$ cat src/rtl/board_stream_pkg.sv
// Shared constants for the Game-of-Life terminal stream: protocol bytes,
// default board geometry and the receive-side decoder states.
package board_stream_pkg;

  localparam int unsigned DEF_LOG_WIDTH  = 4;
  localparam int unsigned DEF_LOG_HEIGHT = 4;

  localparam logic [7:0] ESC          = 8'h1B;
  localparam logic [7:0] CSI_LBRACKET = 8'h5B;
  localparam logic [7:0] SEMI         = 8'h3B;
  localparam logic [7:0] HOME_H       = 8'h48;
  localparam logic [7:0] CELL_LIVE    = 8'h4F;
  localparam logic [7:0] CELL_DEAD    = 8'h20;
  localparam logic [7:0] CR           = 8'h0D;
  localparam logic [7:0] LF           = 8'h0A;

  typedef enum logic [2:0] {
    ST_HUNT = 3'd0,
    ST_CSI  = 3'd1,
    ST_SEMI = 3'd2,
    ST_HOME = 3'd3,
    ST_CELL = 3'd4,
    ST_CR   = 3'd5,
    ST_LF   = 3'd6
  } dec_state_e;

endpackage

$ cat src/rtl/board_stream_decoder.sv
// Rebuilds a WIDTH x HEIGHT Game-of-Life board from the terminal byte stream
// and publishes each complete frame through a valid/ack handshake.
module board_stream_decoder
  import board_stream_pkg::*;
#(
  parameter int unsigned logWIDTH  = DEF_LOG_WIDTH,
  parameter int unsigned logHEIGHT = DEF_LOG_HEIGHT,
  localparam int unsigned WIDTH  = 2 ** logWIDTH,
  localparam int unsigned HEIGHT = 2 ** logHEIGHT,
  localparam int unsigned AW     = logWIDTH + logHEIGHT
) (
  input  logic          clk,
  input  logic          rst_n,
  input  logic [7:0]    in_data,
  input  logic          in_valid,
  output logic          in_ready,
  input  logic [AW-1:0] rd_addr,
  output logic          rd_data,
  output logic          frame_valid,
  input  logic          frame_ack,
  output logic [AW:0]   frame_live,
  output logic [15:0]   frame_count,
  output logic          err_pulse,
  output logic [7:0]    err_count
);

  localparam int unsigned CELLS = WIDTH * HEIGHT;

  dec_state_e            state_q, state_d;
  logic [logHEIGHT-1:0]  row_q, row_d;
  logic [logWIDTH-1:0]   col_q, col_d;
  logic [AW:0]           live_q, live_d;
  logic                  frame_valid_d;

  logic                  accept_c;
  logic                  cell_we_c;
  logic                  cell_bit_c;
  logic                  err_c;
  logic                  done_c;

  logic [CELLS-1:0]      cells_q;

  assign accept_c = in_valid && in_ready;

  // Byte parser: next state, cursor, live accumulator and frame events
  always_comb begin
    state_d       = state_q;
    row_d         = row_q;
    col_d         = col_q;
    live_d        = live_q;
    cell_we_c     = 1'b0;
    cell_bit_c    = 1'b0;
    err_c         = 1'b0;
    done_c        = 1'b0;
    frame_valid_d = frame_valid;

    if (accept_c) begin
      case (state_q)
        ST_HUNT: begin
          if (in_data == ESC) state_d = ST_CSI;
        end
        ST_CSI: begin
          if (in_data == CSI_LBRACKET) state_d = ST_SEMI;
          else                         err_c   = 1'b1;
        end
        ST_SEMI: begin
          if (in_data == SEMI) state_d = ST_HOME;
          else                 err_c   = 1'b1;
        end
        ST_HOME: begin
          if (in_data == HOME_H) begin
            state_d = ST_CELL;
            row_d   = '0;
            col_d   = '0;
            live_d  = '0;
          end else begin
            err_c = 1'b1;
          end
        end
        ST_CELL: begin
          if ((in_data == CELL_LIVE) || (in_data == CELL_DEAD)) begin
            cell_we_c  = 1'b1;
            cell_bit_c = (in_data == CELL_LIVE);
            if (cell_bit_c) live_d = live_q + (AW + 1)'(1);
            if (&col_q) begin
              if (&row_q) begin
                done_c  = 1'b1;
                state_d = ST_HUNT;
              end else begin
                col_d   = '0;
                state_d = ST_CR;
              end
            end else begin
              col_d = col_q + logWIDTH'(1);
            end
          end else begin
            err_c = 1'b1;
          end
        end
        ST_CR: begin
          if (in_data == CR) state_d = ST_LF;
          else               err_c   = 1'b1;
        end
        ST_LF: begin
          if (in_data == LF) begin
            row_d   = row_q + logHEIGHT'(1);
            state_d = ST_CELL;
          end else begin
            err_c = 1'b1;
          end
        end
        default: state_d = ST_HUNT;
      endcase

      // An ESC in the wrong place is still an error, but it starts a new header
      if (err_c) state_d = (in_data == ESC) ? ST_CSI : ST_HUNT;
    end

    if (done_c)                        frame_valid_d = 1'b1;
    else if (frame_valid && frame_ack) frame_valid_d = 1'b0;
  end

  // Parser state, handshake and status registers
  always_ff @(posedge clk or negedge rst_n) begin
    if (!rst_n) begin
      state_q     <= ST_HUNT;
      row_q       <= '0;
      col_q       <= '0;
      live_q      <= '0;
      in_ready    <= 1'b0;
      frame_valid <= 1'b0;
      frame_live  <= '0;
      frame_count <= '0;
      err_pulse   <= 1'b0;
      err_count   <= '0;
      rd_data     <= 1'b0;
    end else begin
      state_q     <= state_d;
      row_q       <= row_d;
      col_q       <= col_d;
      live_q      <= live_d;
      frame_valid <= frame_valid_d;
      in_ready    <= !frame_valid_d;
      err_pulse   <= err_c;
      if (err_c && (err_count != 8'hFF)) err_count <= err_count + 8'd1;
      if (done_c) begin
        frame_live  <= live_d;
        frame_count <= frame_count + 16'd1;
      end
      rd_data <= cells_q[rd_addr];
    end
  end

  // Frame buffer; contents are don't-care after reset
  always_ff @(posedge clk) begin
    if (cell_we_c) cells_q[{row_q, col_q}] <= cell_bit_c;
  end

endmodule

$ cat config.mk
export PLATFORM = sky130hd
export DESIGN_NAME = board_stream_decoder
export DESIGN_NICKNAME = d
export VERILOG_FILES = /design/src/rtl/board_stream_pkg.sv /design/src/rtl/board_stream_decoder.sv
export SDC_FILE = /design/constraint.sdc
export NUM_CORES = 1
export LEC_CHECK = 0
export BUFFER_PORTS_ARGS = -buffer_cell sky130_fd_sc_hd__buf_4
export CORE_MARGIN = 1.5
export CORE_UTILIZATION = 55
export CTS_CLUSTER_DIAMETER = 60
export DETAILED_ROUTE_END_ITERATION = 10
export PLACE_DENSITY = 0.72
export SYNTH_ARGS = -nofsm -noshare
export SYNTH_HDL_FRONTEND = slang
export SYNTH_SLANG_ARGS = --single-unit
$ cat constraint.sdc
create_clock -name clk -period 14.64 [get_ports clk]
set_input_delay 0.732 -clock clk [delete_from_list [all_inputs] [get_ports clk]]
set_output_delay 0.732 -clock clk [all_outputs]
set_load 0.02 [all_outputs]
==> reports/metrics.cfg <==
[outcome]
status=complete, no violations

[cts]
cts_buffers=34
insertion_delay_ns=0.51
cts_setup_buffers=0
cts_tree=done
htree_levels=2
holdBufCountCts=0
root_buffer=clkbuf_16
clock_sinks=313
clockBufferDepth=3
cts_resized=0
cts.clk_slew.worst_paths_ns=0.06

[placed_design]
routabilityCongestion=0.791
hpwl_mm=17.8
place_worst_setup_slack_ns=10.64
io_buffer_count=56

[sta]
maxSlewViolCount=0
hold_violations=0
tightest_slew_ns=1.01
setup_slack_ns=10.86
finalCritPeriodShare_pct=25.8
max_freq_ghz=0.265
skew_ns=0.0207
fin_crit_ns=3.78
slew_headroom_pct=32.7
rsz0062_at_grt=no
setup_viol=0
hold_ws_ns=0.280
setup-tns-final_ns=0

[yosys]
yosys.area.top_type=edfxtp_1
synth.avg_cell_area_sq_um=13.0
synthDistinctLibCells=55
synthTopCellsByArea=edfxtp_1 (55%), dfrtp_1 (10%), nor2_1 (7.5%)
yosysMostFrequentCell=nor2_1
synth_seq_cells=313
syn_area_sq_um=14000
synth_warnings=0
yosysSeqAreaShare_pct=65.1
yosysTopAreaCellShare_pct=54.9
synth_commonest_cells=nor2_1 (279), edfxtp_1 (256), dfrtp_1 (57)
syn_inst=1074
ys.flop_type=edfxtp_1
synthesis.nets=1105
synth-edff-count=256
synth-async-reset-ratio_pct=18.2

[setup_path]
end_kind=flip-flop
path_class=reg -> reg
cp.arrival_ns=4.17
crit_path_start_kind=flip-flop
cp_max_fo=16
cp.required_ns=15.03

[floorplan]
num_rows=58
core_area_sq_um=25100
die_area_sq_um=26400
fp.dieW_um=163
die_h_um=163
io_pins=57
start_util_pct=55.7

[routing]
drc=0
drt_iter0_markers=769
drtPass1Iterations=6
wl_met1_mm=12.9
vias_per_cell=6.07
dr_wl_met2_mm=14.6
drt-total-wl_mm=30.6
top_layer=met4
routed-wl-met3_mm=2.35
num_vias=8833
routedWlPerCell_um=21.0
ant_nets=0

[run]
max_cap_violations=0

[min_path]
min_path_type=in -> async

[finish]
synthToLayoutAreaGrowth_pct=11.6
multi_input_area_sq_um=4550
seq_area_sq_um=9110
layout-drive-gt1-share_pct=15.6
antennaDiodeCount=0
nFillCells=1965
finish.net_count=1132

[global_route]
antenna_found_initial=0
grt_max_degree=103
grtUsageTotal_pct=24.1
gr-total-overflow=0
grt_pass1_wl_mm=48.5
grt_pass1_vias=8710

[power]
power_density_nw_per_um2=125
power.leakage_uw=0.00495
vdd_drop_max_uv=93.4

-- routing by layer --
layer / vias up / track usage, %
met4: 0 / 7.09
li1: 3990 / -
met2: 356 / 39.0
met5: - / 0
met3: 54 / 3.28
met1: 4433 / 34.4
-- kinds of logic (layout without fill, tap and decap cells) --
logic type	count (synthesis)	in the layout	synth area share, %
flops	313	313	65.1
fa+ha+maj	11	11	0.983
compound gates	100	100	4.62
xor+xnor	21	21	1.31
mux	109	109	11.7
simple gates	443	443	13.9
buf+inv	77	128	2.39
-- worst paths after layout --
check / startpoint / endpoint / slack, ns / cells past startpoint
worst max-delay path: state_q[2] / frame_count[5] / 10.86 / 8
worst min-delay path: rst_n / frame_count[6] / 0.28 / 1
worst max register to register: state_q[2] / frame_count[5] / 10.86 / 8
worst min register to register: frame_count[9] / frame_count[9] / 0.49 / 1
max in group asynchronous: rst_n / rd_data / 13.86 / 1
min in group clk: frame_count[9] / frame_count[9] / 0.49 / 1
-- flip-flops by register name, indices dropped and copies added, names as in the netlist, 3 cells and up --
| signal | cells |
|---|---|
| err_count | 8 |
| frame_live | 9 |
| col_q | 4 |
| row_q | 4 |
| live_q | 9 |
| state_q | 3 |
| cells_q | 256 |
| frame_count | 16 |
-- report_power, final --
| part | switching [uW] | internal, uW | total, uW |
|---|---|---|---|
| logic | 91.7 | 62.3 | 154 |
| clock network | 330 | 491 | 821 |
| registers | 19.9 | 964 | 984 |
| total | 442 | 1520 | 1960 |
-- cells in the final DEF (no fill, tap or decap), types with 10 or more instances in the layout --
| cell type | n |
|---|---|
| and3_1 | 13 |
| buf_4 | 60 |
| clkbuf_1 | 11 |
| clkbuf_16 | 36 |
| dfrtp_1 | 57 |
| edfxtp_1 | 256 |
| ha_1 | 11 |
| mux2_2 | 12 |
| mux2i_1 | 53 |
| mux4_2 | 42 |
| nand2_1 | 55 |
| nand3_1 | 30 |
| nor2_1 | 279 |
| nor3_1 | 10 |
| o21ai_0 | 28 |
| o22ai_1 | 24 |
| xnor2_1 | 15 |
-- worst max-delay path: stages (launching register included) --
cell and delay [ns]:
dfrtp_1 0.55, nor3b_1 0.40, nand3_1 0.34, a2111o_1 0.76
nor2_1 0.66, buf_4 0.32, and3_1 0.34, nand4_1 0.15
xnor2_1 0.14
-- metrics by stage --
step	total power (uW)	area (sq um)	util, %	std cells
floorplan	1110	14000	-	1074
global placement	1150	14600	58.0	1395
detailed placement	1160	14600	58.0	1395
CTS	1970	15600	62.2	1455
global route	2030	15600	62.2	1455
finish	1960	15600	62.2	1455
-- area by class of cell --
type                    count  share of cell area (%)
clock buffers              48                    6.12
repair buffers             60                    2.88
clock inverters            12                   0.713
inverters                   8                   0.192
well taps                 330                    2.64
flip-flops and latches    313                    58.3
multi-input cells         684                    29.1
Power figures use the tool's default switching activity.
